==> src/rtl/uart_rx_cfg_if.sv <==
// Serial-receive bus: pad input plus received word, status flags and busy.
// master = receiver side, slave = pad driver / word consumer side.
interface uart_rx_cfg_if #(
  parameter int DATA_BITS = 8
);
  logic                 rx;
  logic [DATA_BITS-1:0] data;
  logic                 recv;
  logic                 frame_err;
  logic                 parity_err;
  logic                 busy;

  modport master (
    input  rx,
    output data, recv, frame_err, parity_err, busy
  );

  modport slave (
    output rx,
    input  data, recv, frame_err, parity_err, busy
  );
endinterface

==> src/rtl/uart_rx_cfg.sv <==
// Parametrised UART receiver: 5..9 data bits, optional even/odd parity, 1 or 2 stop bits.
// Define UART_RX_MAJORITY_EN to vote each bit from three samples around its centre.
module uart_rx_cfg #(
  parameter int CLKS_PER_BIT = 8,
  parameter int DATA_BITS    = 8,
  parameter int PARITY       = 0,
  parameter int STOP_BITS    = 1
) (
  input  logic          clk,
  input  logic          rst,
  uart_rx_cfg_if.master bus
);

  localparam int CW  = $clog2(CLKS_PER_BIT);
  localparam int MID = CLKS_PER_BIT / 2;
`ifdef UART_RX_MAJORITY_EN
  // The decision waits one cycle so the window MID-2..MID is fully captured.
  localparam int OFS = 1;
`else
  localparam int OFS = 0;
`endif
  localparam logic [CW-1:0] CNT_LAST  = CW'(CLKS_PER_BIT - 1);
  localparam logic [CW-1:0] CNT_START = CW'(MID - 1 + OFS);
  localparam logic [3:0]    IDX_DLAST = 4'(DATA_BITS - 1);
  localparam logic [3:0]    IDX_SLAST = 4'(STOP_BITS - 1);
  localparam logic          ODD_PAR   = 1'(PARITY == 2);
  localparam logic          HAS_PAR   = 1'(PARITY != 0);

  typedef enum logic [2:0] {
    S_IDLE,
    S_START,
    S_DATA,
    S_PARITY,
    S_STOP
  } state_t;

  state_t               state_q, state_d;
  logic [CW-1:0]        cnt_q, cnt_d;
  logic [3:0]           idx_q, idx_d;
  logic [DATA_BITS-1:0] shift_q, shift_d;
  logic                 perr_q, perr_d;
  logic                 ferr_q, ferr_d;
  logic [DATA_BITS-1:0] data_q, data_d;
  logic                 recv_q, recv_d;
  logic                 frame_err_q, frame_err_d;
  logic                 parity_err_q, parity_err_d;
  logic                 busy_q, busy_d;
  logic                 rx_meta_q, rx_sync_q, rx_prev_q;
  logic                 bit_s;

  always_ff @(posedge clk or posedge rst) begin
    if (rst) begin
      rx_meta_q <= 1'b1;
      rx_sync_q <= 1'b1;
      rx_prev_q <= 1'b1;
    end else begin
      rx_meta_q <= bus.rx;
      rx_sync_q <= rx_meta_q;
      rx_prev_q <= rx_sync_q;
    end
  end

`ifdef UART_RX_MAJORITY_EN
  logic rx_prev2_q;

  always_ff @(posedge clk or posedge rst) begin
    if (rst) rx_prev2_q <= 1'b1;
    else     rx_prev2_q <= rx_prev_q;
  end

  assign bit_s = (rx_sync_q & rx_prev_q) | (rx_sync_q & rx_prev2_q) | (rx_prev_q & rx_prev2_q);
`else
  assign bit_s = rx_sync_q;
`endif

  always_ff @(posedge clk or posedge rst) begin
    if (rst) begin
      state_q      <= S_IDLE;
      cnt_q        <= '0;
      idx_q        <= '0;
      shift_q      <= '0;
      perr_q       <= 1'b0;
      ferr_q       <= 1'b0;
      data_q       <= '0;
      recv_q       <= 1'b0;
      frame_err_q  <= 1'b0;
      parity_err_q <= 1'b0;
      busy_q       <= 1'b0;
    end else begin
      state_q      <= state_d;
      cnt_q        <= cnt_d;
      idx_q        <= idx_d;
      shift_q      <= shift_d;
      perr_q       <= perr_d;
      ferr_q       <= ferr_d;
      data_q       <= data_d;
      recv_q       <= recv_d;
      frame_err_q  <= frame_err_d;
      parity_err_q <= parity_err_d;
      busy_q       <= busy_d;
    end
  end

  always_comb begin
    state_d      = state_q;
    cnt_d        = cnt_q;
    idx_d        = idx_q;
    shift_d      = shift_q;
    perr_d       = perr_q;
    ferr_d       = ferr_q;
    data_d       = data_q;
    recv_d       = 1'b0;
    frame_err_d  = frame_err_q;
    parity_err_d = parity_err_q;

    case (state_q)
      S_IDLE: begin
        cnt_d = '0;
        idx_d = '0;
        // Needs a high-to-low transition, so a held-low line never re-arms.
        if (rx_prev_q && !rx_sync_q) begin
          state_d = S_START;
          ferr_d  = 1'b0;
          perr_d  = 1'b0;
        end
      end
      S_START: begin
        if (cnt_q == CNT_START) begin
          cnt_d   = '0;
          state_d = bit_s ? S_IDLE : S_DATA;
        end else begin
          cnt_d = cnt_q + CW'(1);
        end
      end
      S_DATA: begin
        if (cnt_q == CNT_LAST) begin
          cnt_d   = '0;
          shift_d = {bit_s, shift_q[DATA_BITS-1:1]};
          if (idx_q == IDX_DLAST) begin
            idx_d   = '0;
            state_d = HAS_PAR ? S_PARITY : S_STOP;
          end else begin
            idx_d = idx_q + 4'd1;
          end
        end else begin
          cnt_d = cnt_q + CW'(1);
        end
      end
      S_PARITY: begin
        if (cnt_q == CNT_LAST) begin
          cnt_d   = '0;
          perr_d  = ((^shift_q) ^ bit_s) != ODD_PAR;
          state_d = S_STOP;
        end else begin
          cnt_d = cnt_q + CW'(1);
        end
      end
      S_STOP: begin
        if (cnt_q == CNT_LAST) begin
          cnt_d  = '0;
          ferr_d = ferr_q | ~bit_s;
          if (idx_q == IDX_SLAST) begin
            idx_d        = '0;
            recv_d       = 1'b1;
            data_d       = shift_q;
            frame_err_d  = ferr_q | ~bit_s;
            parity_err_d = HAS_PAR & perr_q;
            state_d      = S_IDLE;
          end else begin
            idx_d = idx_q + 4'd1;
          end
        end else begin
          cnt_d = cnt_q + CW'(1);
        end
      end
      default: state_d = S_IDLE;
    endcase

    busy_d = (state_d != S_IDLE);
  end

  assign bus.data       = data_q;
  assign bus.recv       = recv_q;
  assign bus.frame_err  = frame_err_q;
  assign bus.parity_err = parity_err_q;
  assign bus.busy       = busy_q;

endmodule

==> src/flat_wrapper.sv <==
// flat-port wrapper written by rule: the top's interface ports become plain ports
module uart_rx_cfg_flat 
#(
  parameter int CLKS_PER_BIT = 8,
  parameter int DATA_BITS    = 8,
  parameter int PARITY       = 0,
  parameter int STOP_BITS    = 1
)
  (clk, rst, bus_rx, bus_data, bus_recv, bus_frame_err, bus_parity_err, bus_busy);
  uart_rx_cfg_if #(.DATA_BITS(DATA_BITS)) bus_i ();
  input  logic clk;
  input  logic rst;
  input wire logic [$bits(bus_i.rx)-1:0] bus_rx;
  output wire logic [$bits(bus_i.data)-1:0] bus_data;
  output wire logic [$bits(bus_i.recv)-1:0] bus_recv;
  output wire logic [$bits(bus_i.frame_err)-1:0] bus_frame_err;
  output wire logic [$bits(bus_i.parity_err)-1:0] bus_parity_err;
  output wire logic [$bits(bus_i.busy)-1:0] bus_busy;
  assign bus_i.rx = bus_rx;
  assign bus_data = bus_i.data;
  assign bus_recv = bus_i.recv;
  assign bus_frame_err = bus_i.frame_err;
  assign bus_parity_err = bus_i.parity_err;
  assign bus_busy = bus_i.busy;
  uart_rx_cfg #(.CLKS_PER_BIT(CLKS_PER_BIT), .DATA_BITS(DATA_BITS), .PARITY(PARITY), .STOP_BITS(STOP_BITS)) u_core (.clk(clk), .rst(rst), .bus(bus_i));
endmodule
==> config.mk <==
export PLATFORM = sky130hd
export DESIGN_NAME = uart_rx_cfg_flat
export DESIGN_NICKNAME = d
export VERILOG_FILES = /design/src/rtl/uart_rx_cfg_if.sv /design/src/rtl/uart_rx_cfg.sv /design/src/flat_wrapper.sv
export SDC_FILE = /design/constraint.sdc
export NUM_CORES = 1
export LEC_CHECK = 0
export CAP_MARGIN = 25
export CORE_MARGIN = 1.5
export CORE_UTILIZATION = 45
export DETAILED_ROUTE_END_ITERATION = 10
export GPL_ROUTABILITY_DRIVEN = 0
export HOLD_SLACK_MARGIN = 0.12
export PLACE_DENSITY = 0.73
export SETUP_SLACK_MARGIN = 0.2
export SLEW_MARGIN = 20
export SYNTH_ARGS = -nofsm -noshare
export SYNTH_HDL_FRONTEND = slang
export SYNTH_SLANG_ARGS = --single-unit
==> constraint.sdc <==
create_clock -name clk -period 3.1 [get_ports clk]
set_input_delay 0.93 -clock clk [delete_from_list [all_inputs] [get_ports clk]]
set_output_delay 0.93 -clock clk [all_outputs]
set_load 0.05 [all_outputs]
Word-level counts from Yosys, hierarchy flattened
Index checks and enable logic that the tools add are counted.
{"block": "word_totals", "reg_bits": 33, "input_bits": 3, "elab_cells": 62}
{"block": "classes", "add_sub_neg": 2, "n_eq_ne": 10, "muxes": 23, "bitwise": 2, "reduce_logical": 13}
{"cell": "two-way mux 3 bit", "count": 9}
{"cell": "two-way mux 4 bit", "count": 4}
{"cell": "one-hot mux 3 bit (5 select lines)", "count": 1}
{"cell": "one-hot mux 4 bit (3 select lines)", "count": 1}
{"cell": "== test 3 x 2 -> 1 bit, second input constant", "count": 3}
{"cell": "one-hot mux 3 bit (3 select lines)", "count": 1}
{"cell": "AND reduction 3 bit", "count": 3}
{"cell": "nonzero test 3 bit", "count": 3}
{"cell": "== test 3 bit, second input constant", "count": 2}
{"cell": "!= test 2 x 1 -> 1 bit, second input constant", "count": 3}
{"cell": "two-way mux 1 bit", "count": 5}
{"cell": "adder 4 x 1 -> 4 bit, second input constant", "count": 1}
{"cell": "== test 4 x 3 -> 1 bit, second input constant", "count": 1}
{"cell": "zero test 4 bit", "count": 1}
{"cell": "adder 3 x 1 -> 3 bit, second input constant", "count": 1}
{"cell": "== test 3 x 1 -> 1 bit, second input constant", "count": 1}
{"cell": "zero test 3 bit", "count": 1}
{"cell": "OR reduction 3 bit", "count": 1}
{"cell": "two-way mux 2 bit", "count": 1}
{"cell": "one-hot mux 1 bit (2 select lines)", "count": 1}
{"cell": "AND reduction 2 bit", "count": 1}
{"cell": "nonzero test 2 bit", "count": 1}
{"cell": "logical AND 1 bit", "count": 1}
{"cell": "zero test 1 bit", "count": 1}
{"cell": "other kinds (2)", "count": 2}

Depth between registers and ports, before layout
{"block": "logic_depth", "word_depth": 5, "mapped_depth": 7, "depth_no_buf": 6}

Least setup slack after synthesis
Ideal clock, no wire load.
{"block": "synth_path", "kind": "reg2reg", "from": "register u_core.cnt_q[0]", "to": "register u_core.busy_q, in the netlist u_core.bus.busy", "setup_ps": 131, "arrival_ps": 1655, "setup_slack_ps": 1314, "stages_incl_launch_ff": 7, "n_path_buf": 1, "synth_period_minus_slack_ps": 1786, "cell_sequence": "dfrtp_1 ha_1 ha_1 and2_1 buf_6 a211o_1 or3_1"}
{"block": "synth_between", "elab_chain_len": 4, "word_cells_on_any_way": 8, "classes_between": "eq/ne: 2; mux: 5; reduce/logical: 1"}
{"element": "start: declaration", "line_no": "uart_rx_cfg.sv:38", "text": "logic [CW-1:0] cnt_q, cnt_d;"}
{"element": "start signal: assignment", "line_no": "uart_rx_cfg.sv:91", "text": "cnt_q <= cnt_d;"}
{"element": "== test 3 bit / == test 3 x 2 -> 1 bit (equally long branches)"}
{"element": "two-way mux 3 bit, on equally long branches"}
{"element": "one-hot mux 3 bit (5 select lines) *", "line_no": "uart_rx_cfg.sv:116", "text": "case (state_q)"}
{"element": "net u_core.state_d[2]", "line_no": "uart_rx_cfg.sv:37", "text": "state_t state_q, state_d;"}
{"element": "nonzero test 3 bit *", "line_no": "uart_rx_cfg.sv:179", "text": "busy_d = (state_d != S_IDLE);"}
{"element": "net u_core.busy_d", "line_no": "uart_rx_cfg.sv:47", "text": "logic busy_q, busy_d;"}
{"element": "end signal: assignment", "line_no": "uart_rx_cfg.sv:100", "text": "busy_q <= busy_d;"}
{"element": "end: declaration", "line_no": "uart_rx_cfg.sv:47"}
Mark *: on every way through the listed nets, which the timed path passes. The rest lies on a longest branch.
A chain may end at the register's enable or synchronous reset.

Final worst setup path
{"block": "layout_path", "from": "register u_core.data_q[1], in the netlist u_core.bus.data[1]", "to": "output bus_data[1]"}
{"element": "start: declaration", "line_no": "uart_rx_cfg.sv:43", "text": "logic [DATA_BITS-1:0] data_q, data_d;"}
{"element": "start signal: assignment", "line_no": "uart_rx_cfg.sv:96", "text": "data_q <= data_d;"}
{"element": "end: declaration", "line_no": "flat_wrapper.sv:14", "text": "output wire logic [$bits(bus_i.data)-1:0] bus_data;"}
No word-level cell between the ends.

==> results.json <==
{
  "grt_use_total_pct": 16.21,
  "crit_path_end_kind": "output pin",
  "start_kind": "flip-flop",
  "drc_errors": 0,
  "grt_pass1_wl_mm": 4.409,
  "first_global_vias": 938,
  "vias": 1020,
  "antenna_found_initial": 0,
  "start_util_pct": 46.64,
  "cts_setup_buffers": 0,
  "max_freq_ghz": 0.4113,
  "finalHoldViolCount": 0,
  "numClockSinks": 33,
  "hp-class": "flip-flop to flip-flop",
  "synth_cells": 135,
  "clk_latency_ns": 0.33,
  "critPathMaxStageDelay_ns": 0.80,
  "layout-drive-gt1-share_pct": 14.67,
  "grt.busiest_layer": "met2",
  "cap_violations": 0,
  "peakVddDrop_mv": 0.3023,
  "clkSlewWorstSetupHoldPaths_ns": 0.10,
  "setup_viol": 0,
  "worstSetupStartpoint": "u_core.bus.data[1]$_DFFE_PP0P_",
  "yosysUniqueCellTypes": 39,
  "stdcell_count": 196,
  "detail_route.wl_per_cell_um": 13.74,
  "avgSynthCellArea_sq_um": 11.53,
  "numCtsBuffers": 5,
  "yosys_warnings": 0,
  "cp_slowest_cell": "clkdlybuf4s50_1",
  "cp_top_family": "buffers and inverters",
  "rows": 21,
  "min-delay-start": "u_core.rx_meta_q$_DFF_PP1_",
  "postCtsHoldBufs": 0,
  "fp.dieW_um": 61.81,
  "io_buffers": 13,
  "crit_buf_inv": 1,
  "yosys_register_bits": 33,
  "grt_overflow_total": 0,
  "grt_use_met2_pct": 26.02,
  "core-area_sq_um": 3337,
  "final_common_cell": "dfrtp_1",
  "io_pins": 15,
  "drt_iter0_drc": 53,
  "syn2layout_area_growth_pct": 15.11,
  "yosysSeqAreaShare_pct": 53.30,
  "async_reset_ff_share_pct": 100.0,
  "ant_nets": 0,
  "synth_top_area_share_pct": 48.23,
  "grt_start_max_net_pins": 34,
  "worstPathRequired_ns": 2.17,
  "use_met3_pct": 4.348,
  "drt-total-wl_mm": 2.693,
  "crit_path_cell_trace": "clkdlybuf4s50_1",
  "antenna_cells": 0,
  "reg2reg_from": "u_core.idx_q[0]$_DFFE_PP0P_",
  "relSlewSlack_pct": 60.88,
  "dp_cells": 188,
  "tns_ns": 0,
  "synth_area_leader_cell": "dfrtp_1",
  "finClkSkew_ns": 0.005759,
  "status": "finished, final reports clean",
  "root_buffer": "clkbuf_4",
  "slew_violations": 0,
  "finalCriticalPeriod_ns": 2.432,
  "synth_edf_count": 0,
  "clock_path_buffers": 2,
  "dp_hpwl_mm": 1.818,
  "rsz0062_at_grt": "no",
  "gr-usage-met1_pct": 20.53,
  "htree_levels": 2,
  "nNetsFinal": 159,
  "synthesis.area_sq_um": 1556,
  "post_cts_resized": 0,
  "crit_arrival_ns": 1.50,
  "dieHeight_um": 61.81,
  "path_max_fanout": 2,
  "final.period_utilization_pct": 78.44,
  "p_per_area_nw_per_um2": 637.3,
  "cellLeakagePower_nw": 0.8456,
  "cts_tree": "yes",
  "dr.pass1.iters": 4,
  "synth_nets": 145,
  "vias_per_cell": 5.204,
  "synthFlopType": "dfrtp_1",
  "dieArea_sq_um": 3820,
  "synthTopCellsByArea": "dfrtp_1 (48%), mux2_2 (6.5%), ha_1 (5.6%)",
  "mostFrequentLayoutCells": "dfrtp_1 (30), clkdlybuf4s50_1 (13), mux2_2 (9), inv_1 (9)",
  "criticalPathCategory": "flip-flop to output pin",
  "tightest_slew_ns": 0.5851
}
metal layers:
layer	wire length, um	up-vias
li1	-	503
met2	1344	12
met1	1236	500
met3	67	5
met4	45	0
met5	0	-
cell families (layout without fill, tap and decap cells):
| logic type | Yosys count | count (layout) | synth area share, % |
|---|---|---|---|
| mux | 16 | 16 | 11.58 |
| buf+inv | 16 | 31 | 5.063 |
| fa+ha+maj | 7 | 7 | 5.627 |
| compound gates | 27 | 27 | 11.50 |
| other cells | 1 | 1 | 0.2409 |
| flops | 33 | 33 | 53.30 |
| simple gates | 35 | 35 | 12.70 |
sequential cells by signal (all words and copies together) (netlist names), 3 cells and up:
register / flops
u_core.bus.data: 8
u_core.cnt_q: 3
u_core.idx_q: 4
u_core.shift_q: 8
u_core.state_q: 3
per-stage QoR:
step / utilization [%] / total power, mW / hold WS (ns) / setup WS, ns / instance area (sq um)
after CTS: 53.69 / 1.151 / 0.3688 / 0.6435 / 1792
after detailed placement: 51.14 / 0.8094 / 0.3491 / 1.026 / 1707
final: 53.69 / 1.142 / 0.3651 / 0.6684 / 1792
after global routing: 53.69 / 1.220 / 0.3700 / 0.5912 / 1792
after floorplan: - / 0.7514 / 0.3452 / 1.314 / 1556
after global placement: 51.14 / 0.7985 / 0.3486 / 1.031 / 1707
power by group:
group	switching, mW	leakage (nW)	internal, mW
registers	0.0673	0.443	0.471
clock network	0.143	0.0455	0.193
logic	0.154	0.357	0.114
total	0.364	0.846	0.778
worst paths after layout:
kind | depth (start not counted) | to | slack, ns
setup / recovery | 1 | bus_data[1] | 0.67
hold / removal | 0 | u_core.bit_s$_DFF_PP1_ | 0.37
setup reg to reg | 5 | u_core.bus.data[1]$_DFFE_PP0P_ | 1.01
hold reg to reg | 0 | u_core.bit_s$_DFF_PP1_ | 0.37
max in group asynchronous | 3 | u_core.bit_s$_DFF_PP1_ | 1.80
min in group asynchronous | 3 | u_core.bus.data[2]$_DFFE_PP0P_ | 0.97
Yosys cell counts (all sizes together) (2+ instances only):
cell type,instances
a21oi,6
a2bb2oi,2
buf,6
dfrtp,30
dfstp,3
ha,7
inv,9
mux2,16
nand2,7
nand2b,2
nand3,5
nor2,7
nor2b,2
nor3b,3
o211ai,2
o21ai,7
o22ai,2
or3b,3
final cells by class:
type	instances	area [sq um]
multi-input combinational	86	648.1
fill	308	1545
sequential	33	829.5
tap	46	57.56
inverter	9	33.78
clock buffer	7	55.05
clock inverter	1	30.03
timing repair buffer	14	137.6
(Power assumes the default switching activity.)
